==> src/rtl/cache_ctrl.sv <==
// cache_ctrl: controller for a 4-line x 4-word direct-mapped cache array.
// Serves CPU loads/stores, merges byte stores locally, writes back dirty lines
// and refills 128-bit lines from memory. Per-line dirty bits and shadow tags
// are kept here because the array exposes neither.
// Optional feature: define CACHE_CTRL_STATS_EN to add saturating hit/miss
// counters (stat_hits, stat_misses).
module cache_ctrl #(
    parameter int unsigned TAG_W  = 26,  // addr[31:6]; fixed by array geometry
    parameter int unsigned STAT_W = 16
) (
    input  logic              clock,
    input  logic              reset,
    input  logic              cpu_req,
    input  logic              cpu_we,
    input  logic              cpu_byte,
    input  logic [31:0]       cpu_addr,
    input  logic [31:0]       cpu_wdata,
    output logic [31:0]       cpu_rdata,
    output logic              cpu_done,
    output logic              c_write,
    output logic              c_comp,
    output logic              c_byte_access,
    output logic [1:0]        c_index,
    output logic [1:0]        c_word,
    output logic [1:0]        c_byte,
    output logic [TAG_W-1:0]  c_tag,
    output logic [31:0]       c_wdata,
    input  logic              c_hit,
    input  logic              c_valid,
    input  logic [31:0]       c_rdata,
`ifdef CACHE_CTRL_STATS_EN
    output logic [STAT_W-1:0] stat_hits,
    output logic [STAT_W-1:0] stat_misses,
`endif
    output logic              mem_req,
    output logic              mem_we,
    output logic [31:0]       mem_addr,
    output logic [127:0]      mem_wdata,
    input  logic [127:0]      mem_rdata,
    input  logic              mem_ack
);

    typedef enum logic [2:0] {
        StIdle,
        StCompare,
        StMerge,
        StWbRead,
        StWbMem,
        StFillMem,
        StFillWrite
    } state_t;

    state_t             state_q, state_d;
    logic               req_we_q, req_byte_q;
    logic [31:0]        req_addr_q, req_wdata_q;
    logic [3:0]         dirty_q, dirty_d;
    logic [TAG_W-1:0]   shadow_tag_q [4];
    logic               shadow_we;
    logic [1:0]         cnt_q, cnt_d;
    logic [127:0]       line_q, line_d;
    logic               ack_gap_q;
    logic [31:0]        rdata_q, rdata_d;
    logic               done_q, done_d;
    logic               accept;

    logic [1:0]         idx;
    logic [TAG_W-1:0]   req_tag;
    logic               hit;
    logic               mem_fire;
    logic [31:0]        shifted;
    logic [31:0]        load_data;
    logic [31:0]        merge_data;

    assign idx       = req_addr_q[5:4];
    assign req_tag   = req_addr_q[31:6];
    assign hit       = c_hit & c_valid;
    assign mem_fire  = mem_req & mem_ack;
    assign accept    = (state_q == StIdle) & cpu_req;

    assign cpu_rdata     = rdata_q;
    assign cpu_done      = done_q;
    assign c_byte_access = 1'b0;
    assign c_index       = idx;
    assign c_byte        = req_addr_q[1:0];
    assign c_tag         = req_tag;
    assign mem_wdata     = line_q;

    // Byte-lane extraction for loads and byte insertion for read-modify-write stores.
    always_comb begin
        shifted    = c_rdata >> {req_addr_q[1:0], 3'b000};
        load_data  = req_byte_q ? {24'h000000, shifted[7:0]} : c_rdata;
        merge_data = c_rdata;
        merge_data[{req_addr_q[1:0], 3'b000} +: 8] = req_wdata_q[7:0];
    end

    // Next-state and array/memory interface decode.
    always_comb begin
        state_d   = state_q;
        dirty_d   = dirty_q;
        cnt_d     = cnt_q;
        line_d    = line_q;
        rdata_d   = rdata_q;
        done_d    = 1'b0;
        shadow_we = 1'b0;
        c_comp    = 1'b0;
        c_write   = 1'b0;
        c_word    = req_addr_q[3:2];
        c_wdata   = req_wdata_q;
        mem_req   = 1'b0;
        mem_we    = 1'b0;
        mem_addr  = {req_tag, idx, 4'b0000};

        unique case (state_q)
            StIdle: begin
                if (cpu_req) state_d = StCompare;
            end
            StCompare: begin
                c_comp  = 1'b1;
                c_write = req_we_q & ~req_byte_q;
                if (hit) begin
                    if (!req_we_q) begin
                        rdata_d = load_data;
                        done_d  = 1'b1;
                        state_d = StIdle;
                    end else if (!req_byte_q) begin
                        dirty_d[idx] = 1'b1;
                        done_d       = 1'b1;
                        state_d      = StIdle;
                    end else begin
                        state_d = StMerge;
                    end
                end else if (dirty_q[idx]) begin
                    cnt_d   = 2'd0;
                    state_d = StWbRead;
                end else begin
                    state_d = StFillMem;
                end
            end
            StMerge: begin
                c_write      = 1'b1;
                c_wdata      = merge_data;
                dirty_d[idx] = 1'b1;
                done_d       = 1'b1;
                state_d      = StIdle;
            end
            StWbRead: begin
                c_word = cnt_q;
                line_d[{cnt_q, 5'b00000} +: 32] = c_rdata;
                cnt_d = cnt_q + 2'd1;
                if (cnt_q == 2'd3) state_d = StWbMem;
            end
            StWbMem: begin
                mem_req  = ~ack_gap_q;
                mem_we   = 1'b1;
                mem_addr = {shadow_tag_q[idx], idx, 4'b0000};
                if (mem_fire) begin
                    dirty_d[idx] = 1'b0;
                    state_d      = StFillMem;
                end
            end
            StFillMem: begin
                // ack_gap_q drops the request for one cycle after a write-back ack
                mem_req = ~ack_gap_q;
                if (mem_fire) begin
                    line_d  = mem_rdata;
                    cnt_d   = 2'd0;
                    state_d = StFillWrite;
                end
            end
            StFillWrite: begin
                c_write = 1'b1;
                c_word  = cnt_q;
                c_wdata = line_q[{cnt_q, 5'b00000} +: 32];
                cnt_d   = cnt_q + 2'd1;
                if (cnt_q == 2'd3) begin
                    shadow_we = 1'b1;
                    state_d   = StCompare;
                end
            end
            default: state_d = StIdle;
        endcase
    end

    // State, request latch and datapath registers.
    always_ff @(posedge clock) begin
        if (reset) begin
            state_q     <= StIdle;
            dirty_q     <= 4'b0000;
            cnt_q       <= 2'd0;
            line_q      <= '0;
            ack_gap_q   <= 1'b0;
            rdata_q     <= 32'h0;
            done_q      <= 1'b0;
            req_we_q    <= 1'b0;
            req_byte_q  <= 1'b0;
            req_addr_q  <= 32'h0;
            req_wdata_q <= 32'h0;
        end else begin
            state_q   <= state_d;
            dirty_q   <= dirty_d;
            cnt_q     <= cnt_d;
            line_q    <= line_d;
            ack_gap_q <= mem_fire;
            rdata_q   <= rdata_d;
            done_q    <= done_d;
            if (accept) begin
                req_we_q    <= cpu_we;
                req_byte_q  <= cpu_byte;
                req_addr_q  <= cpu_addr;
                req_wdata_q <= cpu_wdata;
            end
        end
    end

    // Shadow tags are only read when the line is dirty, so they need no reset.
    always_ff @(posedge clock) begin
        if (!reset && shadow_we) shadow_tag_q[idx] <= req_tag;
    end

`ifdef CACHE_CTRL_STATS_EN
    logic              first_q;
    logic [STAT_W-1:0] hits_q, misses_q;

    assign stat_hits   = hits_q;
    assign stat_misses = misses_q;

    // Count each request once, at its first compare; the post-fill retry is skipped.
    always_ff @(posedge clock) begin
        if (reset) begin
            first_q  <= 1'b0;
            hits_q   <= '0;
            misses_q <= '0;
        end else begin
            if (accept) begin
                first_q <= 1'b1;
            end else if (state_q == StCompare) begin
                first_q <= 1'b0;
                if (first_q) begin
                    if (hit) begin
                        if (!(&hits_q)) hits_q <= hits_q + 1'b1;
                    end else begin
                        if (!(&misses_q)) misses_q <= misses_q + 1'b1;
                    end
                end
            end
        end
    end
`endif

endmodule

==> config.mk <==
export PLATFORM = sky130hd
export DESIGN_NAME = cache_ctrl
export DESIGN_NICKNAME = d
export VERILOG_FILES = /design/src/rtl/cache_ctrl.sv
export SDC_FILE = /design/constraint.sdc
export NUM_CORES = 1
export LEC_CHECK = 0
export ABC_AREA = 0
export CAP_MARGIN = 10
export CORE_MARGIN = 2
export CORE_UTILIZATION = 41
export CTS_BUF_LIST = sky130_fd_sc_hd__clkbuf_16
export DETAILED_ROUTE_END_ITERATION = 7
export PLACE_DENSITY = 0.73
export RECOVER_POWER = 50
export SLEW_MARGIN = 20
export SYNTH_ARGS = -nofsm -noshare
export SYNTH_HDL_FRONTEND = slang
export SYNTH_SLANG_ARGS = --single-unit
==> constraint.sdc <==
create_clock -name clock -period 3.6 [get_ports clock]
set_input_delay 1.08 -clock clock [delete_from_list [all_inputs] [get_ports clock]]
set_output_delay 1.08 -clock clock [all_outputs]
set_load 0.01 [all_outputs]
After elaboration in Yosys (flattened, before gate mapping) --
Memory sizes are Yosys's and may differ from the RTL's. A register that Yosys moved wholly into a read port is not among the register bits. Cells that the tools add are included.
Storage, ports and cells: input bits 232, word-level logic and storage cells 110, memory bits (read-only) 0, memory bits (writable) 104, output and inout bits 262, bits in registers 237, bits in latches 0, memories kept 1
Memories:
- shadow_tag_q | depth 4, width 26, read ports 1, clocked after Yosys merged registers in 1, write ports 1, line 57 | logic [TAG_W-1:0] shadow_tag_q [4];
Cells by class: divide/modulo/power cells 0, mux-type cells 45, equality and inequality tests 17, reduce and logical (&&, ||, !) cells 15, shifts and indexed selects 6, multipliers 0, bitwise logic cells 10, add/subtract/negate cells 3, $lt $le $gt $ge 2
Operator list (count):
- 128-bit case mux with 2 select lines | 1
- 128-bit bitwise mux | 1
- 128-bit two-way mux | 1
- 32-bit by 9-bit variable shift with 128-bit output, first input constant | 1
- 128-bit by 8-bit variable part select with 32-bit output | 1
- 32-bit by 9-bit variable part select with 128-bit output | 1
- 32-bit two-way mux | 2
- 32-bit case mux with 2 select lines | 1
- 32-bit bitwise mux | 1
- 8-bit by 7-bit variable shift with 32-bit output, first input constant | 1
- 8-bit by 7-bit variable part select with 32-bit output | 1
- 32-bit by 5-bit right shift with 8-bit output | 1
- 3-bit two-way mux | 7
- 2-bit != test, second input constant | 10
- 3-bit case mux with 6 select lines | 1
- 2-bit two-way mux | 8
- 4-bit two-way mux | 4
- 1-bit two-way mux | 12
- 4-bit case mux with 3 select lines | 1
- 5-bit AND reduction | 2
- 3-bit equality test, second input constant | 3
- 7-bit negator with 9-bit output | 1
- 5-bit negator with 7-bit output | 1
- 3-bit by 2-bit equality test with 1-bit output, second input constant | 2
- 23 further kinds | 33

Depth between registers and ports, before layout --
Gate-level depths: netlist of the first run.
word-level depth 9, depth in mapped cells 9

Least setup slack after synthesis of the first run --
Ideal clock, no wire load.
path type input to register, from in reset, to mem shadow_tag_q[0][0] (enable), library setup time 0.442 ns, setup slack -0.283 ns, arrival 3.441 ns, cell stages on the path 2, data required time 3.158 ns, cell sequence or4_1 -> nor3_1
Between the ends: word-level cells in the longest chain between the ends 4
RTL lines:
- start, declared | line 12 | input logic reset,
- 1-bit zero test | line 217 | if (!reset && shadow_we) shadow_tag_q[idx] <= req_tag;
- 1-bit logical AND | line 217
- 1-bit two-way mux | line 217
- 1-bit two-way mux (not written as such) | line 217
- end, declared | line 57
Every way passes these cells.

==> results of run 1 <==
[timing repair]
item,4_1_cts,5_1_grt
endpoints found under the setup margin,57,43
gates cloned,0,1
pin swaps,2,5
buffers inserted,5,10
resized for setup,46,44
hold buffers,0,0
[area by class of cell]
| type | count | area share |
|---|---|---|
| inverter | 12 | 0.00209 |
| sequential | 343 | 0.349 |
| antenna | 5 | 0.000551 |
| clock inverter | 31 | 0.0107 |
| multi-input combinational | 1013 | 0.314 |
| timing repair buffer | 590 | 0.253 |
| tap | 511 | 0.0282 |
| clock buffer | 39 | 0.0430 |
[stage by stage]
stage	total power [mW]	cells	hold slack [ns]	utilization	setup TNS, ns
2_1_floorplan	7.32	1547	0.437	-	0
3_3_place_gp	9.70	2452	0.440	0.564	-1.67
3_5_place_dp	9.78	2452	0.446	0.564	-1.73
4_1_cts	13.6	2527	0.455	0.597	0
5_1_grt	14.0	2543	0.467	0.600	-0.0146
6_report	13.5	2544	0.447	0.600	0
[routing by layer]
metal	up-vias	routed length [um]
met3	202	7420
met4	10	3930
li1	6674	-
met5	-	60
met1	7489	26400
met2	1066	32300
[worst min-delay path: stages (launching register included)]
cell     delay, ns
dfxtp_1       0.30
nand2_1       0.05
a21oi_1       0.05
[cell families after synthesis]
family	after synthesis
and+or+nand+nor	566
DFF	343
AOI/OAI and AO/OA	331
buffers and inverters	191
muxes	101
adders and majority gates	9
other	1
xor gates and xnor gates	1
[registers in the layout, summed over array words and instances, names as in the netlist, named ones only]
register	flops
ack_gap_q	1
req_wdata_q	32
req_addr_q	32
shadow_tag_q	104
state_q	3
mem_wdata	128
cpu_rdata	32
cpu_done	1
req_we_q	1
req_byte_q	1
cnt_q	2
[path summary, 6_finish.rpt]
kind | startpoint | end | slack [ns] | depth (start not counted)
worst min register to register | cpu_rdata[31] | cpu_rdata[31] | 0.45 | 2
worst min-delay path | cpu_rdata[31] | cpu_rdata[31] | 0.45 | 2
worst max-delay path | flip-flop | mem_addr[9] | 0.06 | 4
worst max register to register | cnt_q[1] | mem_wdata[49] | 0.92 | 7
[power groups by stage]
| stage | sequential [mW] | combinational [mW] | clock (mW) |
|---|---|---|---|
| floorplan | 4.88 | 2.44 | 0 |
| global placement | 5.00 | 4.70 | 0 |
| detailed placement | 5.02 | 4.75 | 0 |
| CTS | 4.95 | 4.75 | 3.86 |
| global route | 4.98 | 5.04 | 4.00 |
| finish | 4.94 | 4.77 | 3.81 |
[layout by cell type (no fill, tap or decap), types with 11 or more instances in the layout]
master           count
clkdlybuf4s50_1    316
dfxtp_1            232
nand2_1            196
nor2_1             157
a221oi_1           153
dlygate4sd3_1      138
nor3_1             133
edfxtp_1           104
a21oi_1             99
buf_4               86
mux4_2              59
clkbuf_16           40
mux2_2              34
nand3b_1            25
o31ai_1             24
inv_1               17
nand3_1             12
nand2b_1            11
==> impl_metrics.env, run 1 <==
export IMPL_status="completed"
export IMPL_place_area_mm2=0.0213
export IMPL_vdd_drop_max_v=0.000340
export IMPL_synthSimpleGateAreaFrac=0.164
export IMPL_synthAdderAreaFrac=0.00713
export IMPL_synth_common_cells="dfxtp_1, nand2_1, nor2_1"
export IMPL_criticalPathCategory="reg -> out"
export IMPL_hold_violations=0
export IMPL_multi_input_comb_area_mm2=0.00712
export IMPL_start_kind="flip-flop"
export IMPL_drtIter0Drc=1769
export IMPL_num_rows=71
export IMPL_drt_first_pass_iters=6
export IMPL_synth_top_area_share=0.303
export IMPL_setup_violations=0
export IMPL_regArea_mm2=0.00792
export IMPL_min_period_ns=3.54
export IMPL_fmax_ghz=0.282
export IMPL_die_x_um=200
export IMPL_p_leak_nw=8.56
export IMPL_busiest_layer="met2"
export IMPL_path_clk_slew_ns=0.06
export IMPL_min_path_type="reg -> reg"
export IMPL_clk_latency_ns=0.53
export IMPL_synth_compound_area_frac=0.157
export IMPL_slew_violations=0
export IMPL_final_area_mm2=0.0227
export IMPL_power_frac_seq=0.365
export IMPL_hpwl_mm=49.8
export IMPL_layout_drive_gt1_share=0.151
export IMPL_crit_family="multiplexers"
export IMPL_io_pins=494
export IMPL_grt_usage=0.337
export IMPL_clock_sinks=343
export IMPL_synthToLayoutAreaGrowth_pct=43.7
export IMPL_fin_ws_ns=0.0585
export IMPL_worst_path_largest_cell_delay_ns=0.51
export IMPL_p_switching_mw=4.74
export IMPL_pre_cts_ws_ns=-0.191
export IMPL_synth_xor_area_frac=0.000555
export IMPL_fin_skew_ns=0.0101
export IMPL_cts_tree="done"
export IMPL_p_clk_frac=0.282
export IMPL_maxCapViolCount=0
export IMPL_io_buffer_count=488
export IMPL_grt_util_met1=0.435
export IMPL_grt_pass1_vias=15100
export IMPL_cts_buffers_inserted=38
export IMPL_n_fill_cell=3148
export IMPL_finalCritPeriodShare=0.984
export IMPL_use_met3=0.0770
export IMPL_p_per_area_mw_per_mm2=596
export IMPL_totalWireLength_mm=70.1
export IMPL_synth_most_common_cell="dfxtp_1"
export IMPL_path_max_fanout=13
export IMPL_synth_top_family_by_area="simple AND/OR/NAND/NOR gates"
export IMPL_syn_area_per_cell_um2=10.2
export IMPL_p_int_mw=8.79
export IMPL_synth_edf_count=104
export IMPL_synthArstFlopShare=0
export IMPL_ant_nets=0
export IMPL_ys_warn_count=0
export IMPL_cts_root_buf="clkbuf_16"
export IMPL_grt_start_max_net_pins=238
export IMPL_dieArea_mm2=0.0401
export IMPL_worstPathRequired_ns=2.52
export IMPL_synth_cells=1543
export IMPL_muxShareOfSynthArea=0.113
export IMPL_pwr_share_comb=0.353
export IMPL_routedWlPerCell_um=27.6
export IMPL_routabilityCongestion=0.950
export IMPL_worst_path_buf_inv=2
export IMPL_path_cells="clkbuf_16, mux4_2, mux2_2, clkdlybuf4s50_1"
export IMPL_cts_max_level=2
export IMPL_critPathCaptureType="output port"
export IMPL_grt_ovfl_total=0
export IMPL_drt_vias_per_instance=6.07
export IMPL_netSwitchingFraction=0.350
export IMPL_yosysTopAreaCell="dfxtp_1"
export IMPL_tightest_slew_ns=1.42
export IMPL_synthDistinctLibCells=52
export IMPL_chipHeight_um=200
export IMPL_synth_area_leaders="dfxtp_1, edfxtp_1, a221oi_1"
export IMPL_synth_cell_area_mm2=0.0158
export IMPL_cp_slowest_cell="mux4_2"
export IMPL_layout_nets=2239
export IMPL_grtUsageMet2=0.534
export IMPL_synth_yosys_seq_area_share=0.501
export IMPL_grt_antenna_before_repair=11
export IMPL_core_area_mm2=0.0378
export IMPL_via_count=15400
export IMPL_max_slew_margin=0.0531
export IMPL_drc_errors=0
export IMPL_initial_core_util=0.417
export IMPL_grt_pass1_wl_mm=102
export IMPL_ys_flop_type="dfxtp_1"
export IMPL_cp_arrival_ns=2.46
export IMPL_clockBufferDepth=3
export IMPL_synth_seq_cells=343
No activity file was read; power rests on OpenSTA's default activity.
==> run 2, diff against run 1 <==
--- a/config.mk
+++ b/config.mk
@@ -11,7 +11,8 @@
 export CORE_UTILIZATION = 41
 export CTS_BUF_LIST = sky130_fd_sc_hd__clkbuf_16
 export DETAILED_ROUTE_END_ITERATION = 7
-export PLACE_DENSITY = 0.73
+export DONT_BUFFER_PORTS = 1
+export PLACE_DENSITY = 0.55
 export RECOVER_POWER = 50
 export SLEW_MARGIN = 20
 export SYNTH_ARGS = -nofsm -noshare
==> run 2 against run 1 <==
Against the previous run: via count decreased by 15%; clock power up 2%; final cell count shrank 20%; largest cell class unchanged; highest routed layer unchanged.
==> impl_metrics.env, run 2 (same netlist as run 1, synthesis figures left out) <==
export IMPL_grt_antenna_before_repair=6
export IMPL_setup_violations=0
export IMPL_antennaDiodeCount=0
export IMPL_worstPathRequired_ns=2.52
export IMPL_ant_nets=0
export IMPL_largest_reg_flops=128
export IMPL_dp_cells=1955
export IMPL_layout_commonest_cell="dfxtp_1"
export IMPL_multi_input_comb_area_mm2=0.00711
export IMPL_synthToLayoutAreaGrowth_pct=11.6
export IMPL_start_kind="flip-flop"
export IMPL_clk_latency_ns=0.53
export IMPL_cts_buffers_inserted=38
export IMPL_io_pins=494
export IMPL_fin_ws_ns=0.156
export IMPL_slew_violations=0
export IMPL_netSwitchingFraction=0.353
export IMPL_io_buffer_count=0
export IMPL_fin_skew_ns=0.0119
export IMPL_path_cells="buf_6, ha_2, inv_4, nor4b_2, buf_4, a221oi_1, o31ai_1, buf_4"
export IMPL_max_slew_margin=0.212
export IMPL_maxCapViolCount=0
export IMPL_tightest_slew_ns=1.18
export IMPL_min_period_ns=3.44
export IMPL_p_switching_mw=4.34
export IMPL_hold_slack_ns=0.459
export IMPL_clock_sinks=343
export IMPL_worst_path_buf_inv=4
export IMPL_cts_tree="done"
export IMPL_grt_pass1_wl_mm=91.6
export IMPL_drc_errors=0
export IMPL_rr_worst_depth=6
export IMPL_finalNonFillerCells=2026
export IMPL_path_clk_slew_ns=0.06
export IMPL_hold_violations=0
export IMPL_chipHeight_um=200
export IMPL_path_max_fanout=9
export IMPL_crit_cells=8
export IMPL_p_int_mw=7.97
export IMPL_cp_slowest_cell="dfxtp_2"
export IMPL_routedWlPerCell_um=31.3
export IMPL_p_per_area_mw_per_mm2=698
export IMPL_vdd_drop_max_v=0.000380
export IMPL_min_path_type="reg -> reg"
export IMPL_grt_usage=0.306
export IMPL_fmax_ghz=0.290
export IMPL_cts_max_level=2
export IMPL_critPathCaptureType="output port"
export IMPL_tns_ns=0
export IMPL_post_route_util=0.466
export IMPL_power_frac_seq=0.419
export IMPL_mostFrequentLayoutCells="dfxtp_1, nand2_1, nor2_1"
export IMPL_r2r_slack_ns=0.77
export IMPL_p_leak_nw=5.97
export IMPL_die_x_um=200
export IMPL_crit_family="buffers and inverters"
export IMPL_cts_root_buf="clkbuf_16"
export IMPL_initial_core_util=0.417
export IMPL_holdPathStages=2
export IMPL_grt_pass1_vias=12800
export IMPL_grt_setup_unrepaired="no"
export IMPL_core_area_mm2=0.0378
export IMPL_drt_vias_per_instance=6.47
export IMPL_routabilityCongestion=0.941
export IMPL_clockBufferDepth=3
export IMPL_grt_start_max_net_pins=239
export IMPL_cp_arrival_ns=2.36
export IMPL_finalCritPeriodShare=0.957
export IMPL_dieArea_mm2=0.0401
export IMPL_totalWireLength_mm=63.4
export IMPL_regArea_mm2=0.00792
export IMPL_layout_nets=1727
export IMPL_drt_first_pass_iters=6
export IMPL_via_count=13100
export IMPL_grt_ovfl_total=0
export IMPL_num_rows=71
export IMPL_criticalPathCategory="reg -> out"
export IMPL_p_clk_frac=0.317
export IMPL_pre_cts_ws_ns=0.523
export IMPL_layout_drive_gt1_share=0.177
export IMPL_n_fill_cell=3592
export IMPL_drtIter0Drc=1406
export IMPL_pwr_share_comb=0.264
export IMPL_worst_path_largest_cell_delay_ns=0.36
export IMPL_hpwl_mm=43.9
export IMPL_status="completed"
export IMPL_path_common_cell="buf_4"
## run 2: worst paths after layout
kind                    endpoint             from
max                  c_wdata[11]    req_addr_q[0]
min reg2reg      req_wdata_q[18]  req_wdata_q[18]
min              req_wdata_q[18]  req_wdata_q[18]
max reg2reg  shadow_tag_q[0][20]         cnt_q[0]
## run 2: what timing repair did
item / in CTS / in global routing
setup endpoints to repair: 7 / 12
resized for setup: 3 / 13
setup buffers: 0 / 2
pin swaps: 0 / 3
hold buffers: 0 / 0
## run 2: through the flow
step	area [um2]	total power, mW
finish	17600	12.3
global route	17600	12.8
global placement	16300	8.40
floorplan	15800	7.32
CTS	17600	12.4
detailed placement	16400	8.45
## run 2: final cells by class
| class | instances | share of cell area |
|---|---|---|
| clock buffers | 39 | 0.0553 |
| clock inverters | 30 | 0.0149 |
| inverters | 12 | 0.00319 |
| multi-input cells | 1013 | 0.403 |
| flip-flops and latches | 343 | 0.449 |
| well taps | 511 | 0.0363 |
| repair buffers | 78 | 0.0382 |
## run 2: power groups by stage
stage	clock (mW)	sequential, mW	combinational, mW
finish	3.90	5.15	3.25
global placement	0	5.21	3.19
global route	4.12	5.19	3.53
detailed placement	0	5.22	3.22
floorplan	0	4.88	2.44
CTS	3.97	5.14	3.24
## run 2: routing by layer
metal / global-route usage / wire length, um / up-vias
li1: - / - / 5644
met2: 0.480 / 28700 / 873
met4: 0.131 / 3010 / 4
met1: 0.389 / 24500 / 6395
met3: 0.0999 / 7110 / 183
met5: 0 / 23 / -
## run 2: worst register-to-register path: cells and delay by family, from the launching register on
kind	cells	cell delay, ns
AND/OR/NAND/NOR	2	1.18
buffers and inverters	3	0.62
adder cells (fa/ha/maj)	1	0.39
flip-flops	1	0.34
==> run 3, diff against run 2 <==
--- a/config.mk
+++ b/config.mk
@@ -8,12 +8,12 @@
 export ABC_AREA = 0
 export CAP_MARGIN = 10
 export CORE_MARGIN = 2
-export CORE_UTILIZATION = 41
+export CORE_UTILIZATION = 35
 export CTS_BUF_LIST = sky130_fd_sc_hd__clkbuf_16
 export DETAILED_ROUTE_END_ITERATION = 7
 export DONT_BUFFER_PORTS = 1
-export PLACE_DENSITY = 0.55
 export RECOVER_POWER = 50
+export SKIP_CTS_REPAIR_TIMING = 1
 export SLEW_MARGIN = 20
 export SYNTH_ARGS = -nofsm -noshare
 export SYNTH_HDL_FRONTEND = slang
==> run 3 against run 2 <==
Against the previous run: first-iteration DRC count grew 1.7%; count of clock-buffer cells in the layout grew 1; clock power is essentially flat; largest cell class unchanged; highest routed layer is now met4; largest power group unchanged; register-to-register slack lost 0.33 ns; critical endpoint is now c_wdata[12]; clock skew grew 0.0062 ns; utilization shrank 6.6 points; sequential power grew 1%; critical path type unchanged.
==> impl_metrics.env, run 3 (same netlist as run 1, synthesis figures left out) <==
export IMPL_power_frac_seq=0.422
export IMPL_layout_commonest_cell="dfxtp_1"
export IMPL_holdPathStages=2
export IMPL_p_switching_mw=4.48
export IMPL_max_slew_margin=0.249
export IMPL_drt_first_pass_iters=5
export IMPL_hpwl_mm=46.6
export IMPL_grt_start_max_net_pins=239
export IMPL_pwr_share_comb=0.261
export IMPL_routabilityCongestion=0.898
export IMPL_clockBufferDepth=3
export IMPL_largest_reg_flops=128
export IMPL_vdd_drop_max_v=0.000351
export IMPL_min_path_type="reg -> reg"
export IMPL_post_route_util=0.400
export IMPL_cts_buffers_inserted=40
export IMPL_rr_worst_depth=6
export IMPL_totalWireLength_mm=66.4
export IMPL_setup_violations=0
export IMPL_num_rows=77
export IMPL_crit_start="req_addr_q[0]"
export IMPL_dp_cells=2033
export IMPL_clk_latency_ns=0.56
export IMPL_crit_family="buffers and inverters"
export IMPL_criticalPathCategory="reg -> out"
export IMPL_grt_pass1_wl_mm=93.3
export IMPL_grt_antenna_before_repair=5
export IMPL_r2r_end="req_wdata_q[15]"
export IMPL_p_leak_nw=5.96
export IMPL_cts_root_buf="clkbuf_16"
export IMPL_grt_pass1_vias=12700
export IMPL_fmax_ghz=0.283
export IMPL_finalCritPeriodShare=0.981
export IMPL_routedWlPerCell_um=31.4
export IMPL_path_clk_slew_ns=0.05
export IMPL_r2r_slack_ns=0.44
export IMPL_initial_core_util=0.356
export IMPL_layout_drive_gt1_share=0.178
export IMPL_pre_cts_ws_ns=0.491
export IMPL_drtIter0Drc=1430
export IMPL_ant_nets=0
export IMPL_clock_sinks=343
export IMPL_path_max_fanout=9
export IMPL_io_buffer_count=0
export IMPL_hold_slack_ns=0.461
export IMPL_dieArea_mm2=0.0468
export IMPL_worst_path_largest_cell_delay_ns=0.36
export IMPL_start_kind="flip-flop"
export IMPL_p_int_mw=7.89
export IMPL_die_x_um=216
export IMPL_path_common_cell="buf_4"
export IMPL_maxCapViolCount=0
export IMPL_worstPathRequired_ns=2.52
export IMPL_rr_startpoint="state_q[2]"
export IMPL_fin_ws_ns=0.0680
export IMPL_cp_arrival_ns=2.45
export IMPL_place_area_mm2=0.0164
export IMPL_p_clk_frac=0.318
export IMPL_synthToLayoutAreaGrowth_pct=12.5
export IMPL_n_fill_cell=4322
export IMPL_grt_ovfl_total=0
export IMPL_chipHeight_um=216
export IMPL_crit_cells=8
export IMPL_tightest_slew_ns=1.13
export IMPL_cp_slowest_cell="dfxtp_1"
export IMPL_busiest_layer="met2"
export IMPL_cp_endpoint="c_wdata[12]"
export IMPL_finalNonFillerCells=2112
export IMPL_via_count=13200
export IMPL_io_pins=494
export IMPL_tns_ns=0
export IMPL_power_mw=12.4
export IMPL_worst_path_buf_inv=4
export IMPL_cts_max_level=2
export IMPL_grtUsageMet2=0.420
export IMPL_cts_tree="done"
export IMPL_p_per_area_mw_per_mm2=696
export IMPL_mostFrequentLayoutCells="dfxtp_1, nand2_1, nor2_1"
export IMPL_status="completed"
export IMPL_grt_util_met1=0.344
export IMPL_netSwitchingFraction=0.362
export IMPL_slew_violations=0
export IMPL_final_area_mm2=0.0178
export IMPL_path_cells="inv_2, buf_6, ha_2, nor4b_2, buf_4, a221oi_1, o31ai_1, buf_4"
export IMPL_use_met3=0.0815
export IMPL_grt_usage=0.273
export IMPL_hold_violations=0
export IMPL_core_area_mm2=0.0444
export IMPL_grt_setup_unrepaired="yes"
export IMPL_drc_errors=0
export IMPL_drt_vias_per_instance=6.26
export IMPL_layout_nets=1727
export IMPL_fin_skew_ns=0.0181
export IMPL_critPathCaptureType="output port"
export IMPL_min_period_ns=3.53
## run 3: cell count changes in the layout (fill, tap and decap cells not counted), sizes merged
cell / change
diode: +5
inv: -2
buf: -5
clkbuf: +4
bufinv: -2
clkinvlp: +1
clkinv: +4
## run 3: final cells by class
class / count / area (um2) / area share
Clock inverter: 31 / 248 / 0.0139
Tap cell: 592 / 741 / 0.0417
Clock buffer: 40 / 1000 / 0.0563
Sequential cell: 343 / 7910 / 0.445
Multi-Input combinational cell: 1013 / 7130 / 0.401
Timing Repair Buffer: 76 / 672 / 0.0378
Inverter: 12 / 48.8 / 0.00275
Antenna cell: 5 / 12.5 / 0.000704
## run 3: worst min path at each step
stage,slack (ns),start,to
CTS,0.46,req_wdata_q[23],req_wdata_q[23]
global placement,0.44,req_wdata_q[10],req_wdata_q[10]
global route,0.47,req_wdata_q[12],req_wdata_q[12]
detailed placement,0.45,req_wdata_q[10],req_wdata_q[10]
floorplan,0.44,req_addr_q[2],req_addr_q[2]
finish,0.46,req_wdata_q[29],req_wdata_q[29]
## run 3: layer usage
layer / routed length, um / up-vias
li1: - / 5655
met1: 25900 / 6460
met2: 29800 / 904
met3: 6760 / 202
met4: 3980 / 0
met5: 0 / -
## run 3: power by group through the flow
stage | logic (mW) | clock network [mW] | registers (mW)
6_report | 3.22 | 3.92 | 5.21
5_1_grt | 3.49 | 4.15 | 5.25
4_1_cts | 3.18 | 4.00 | 5.21
3_5_place_dp | 3.17 | 0 | 5.29
3_3_place_gp | 3.12 | 0 | 5.28
2_1_floorplan | 2.44 | 0 | 4.88
## run 3: worst reg2reg max path, cell delays in order (launching register included)
cell	delay (ns)
dfxtp_1	0.38
buf_4	0.25
nor2_1	0.18
and3_1	0.92
clkbuf_1	0.92
nand2_1	0.23
a21oi_1	0.18
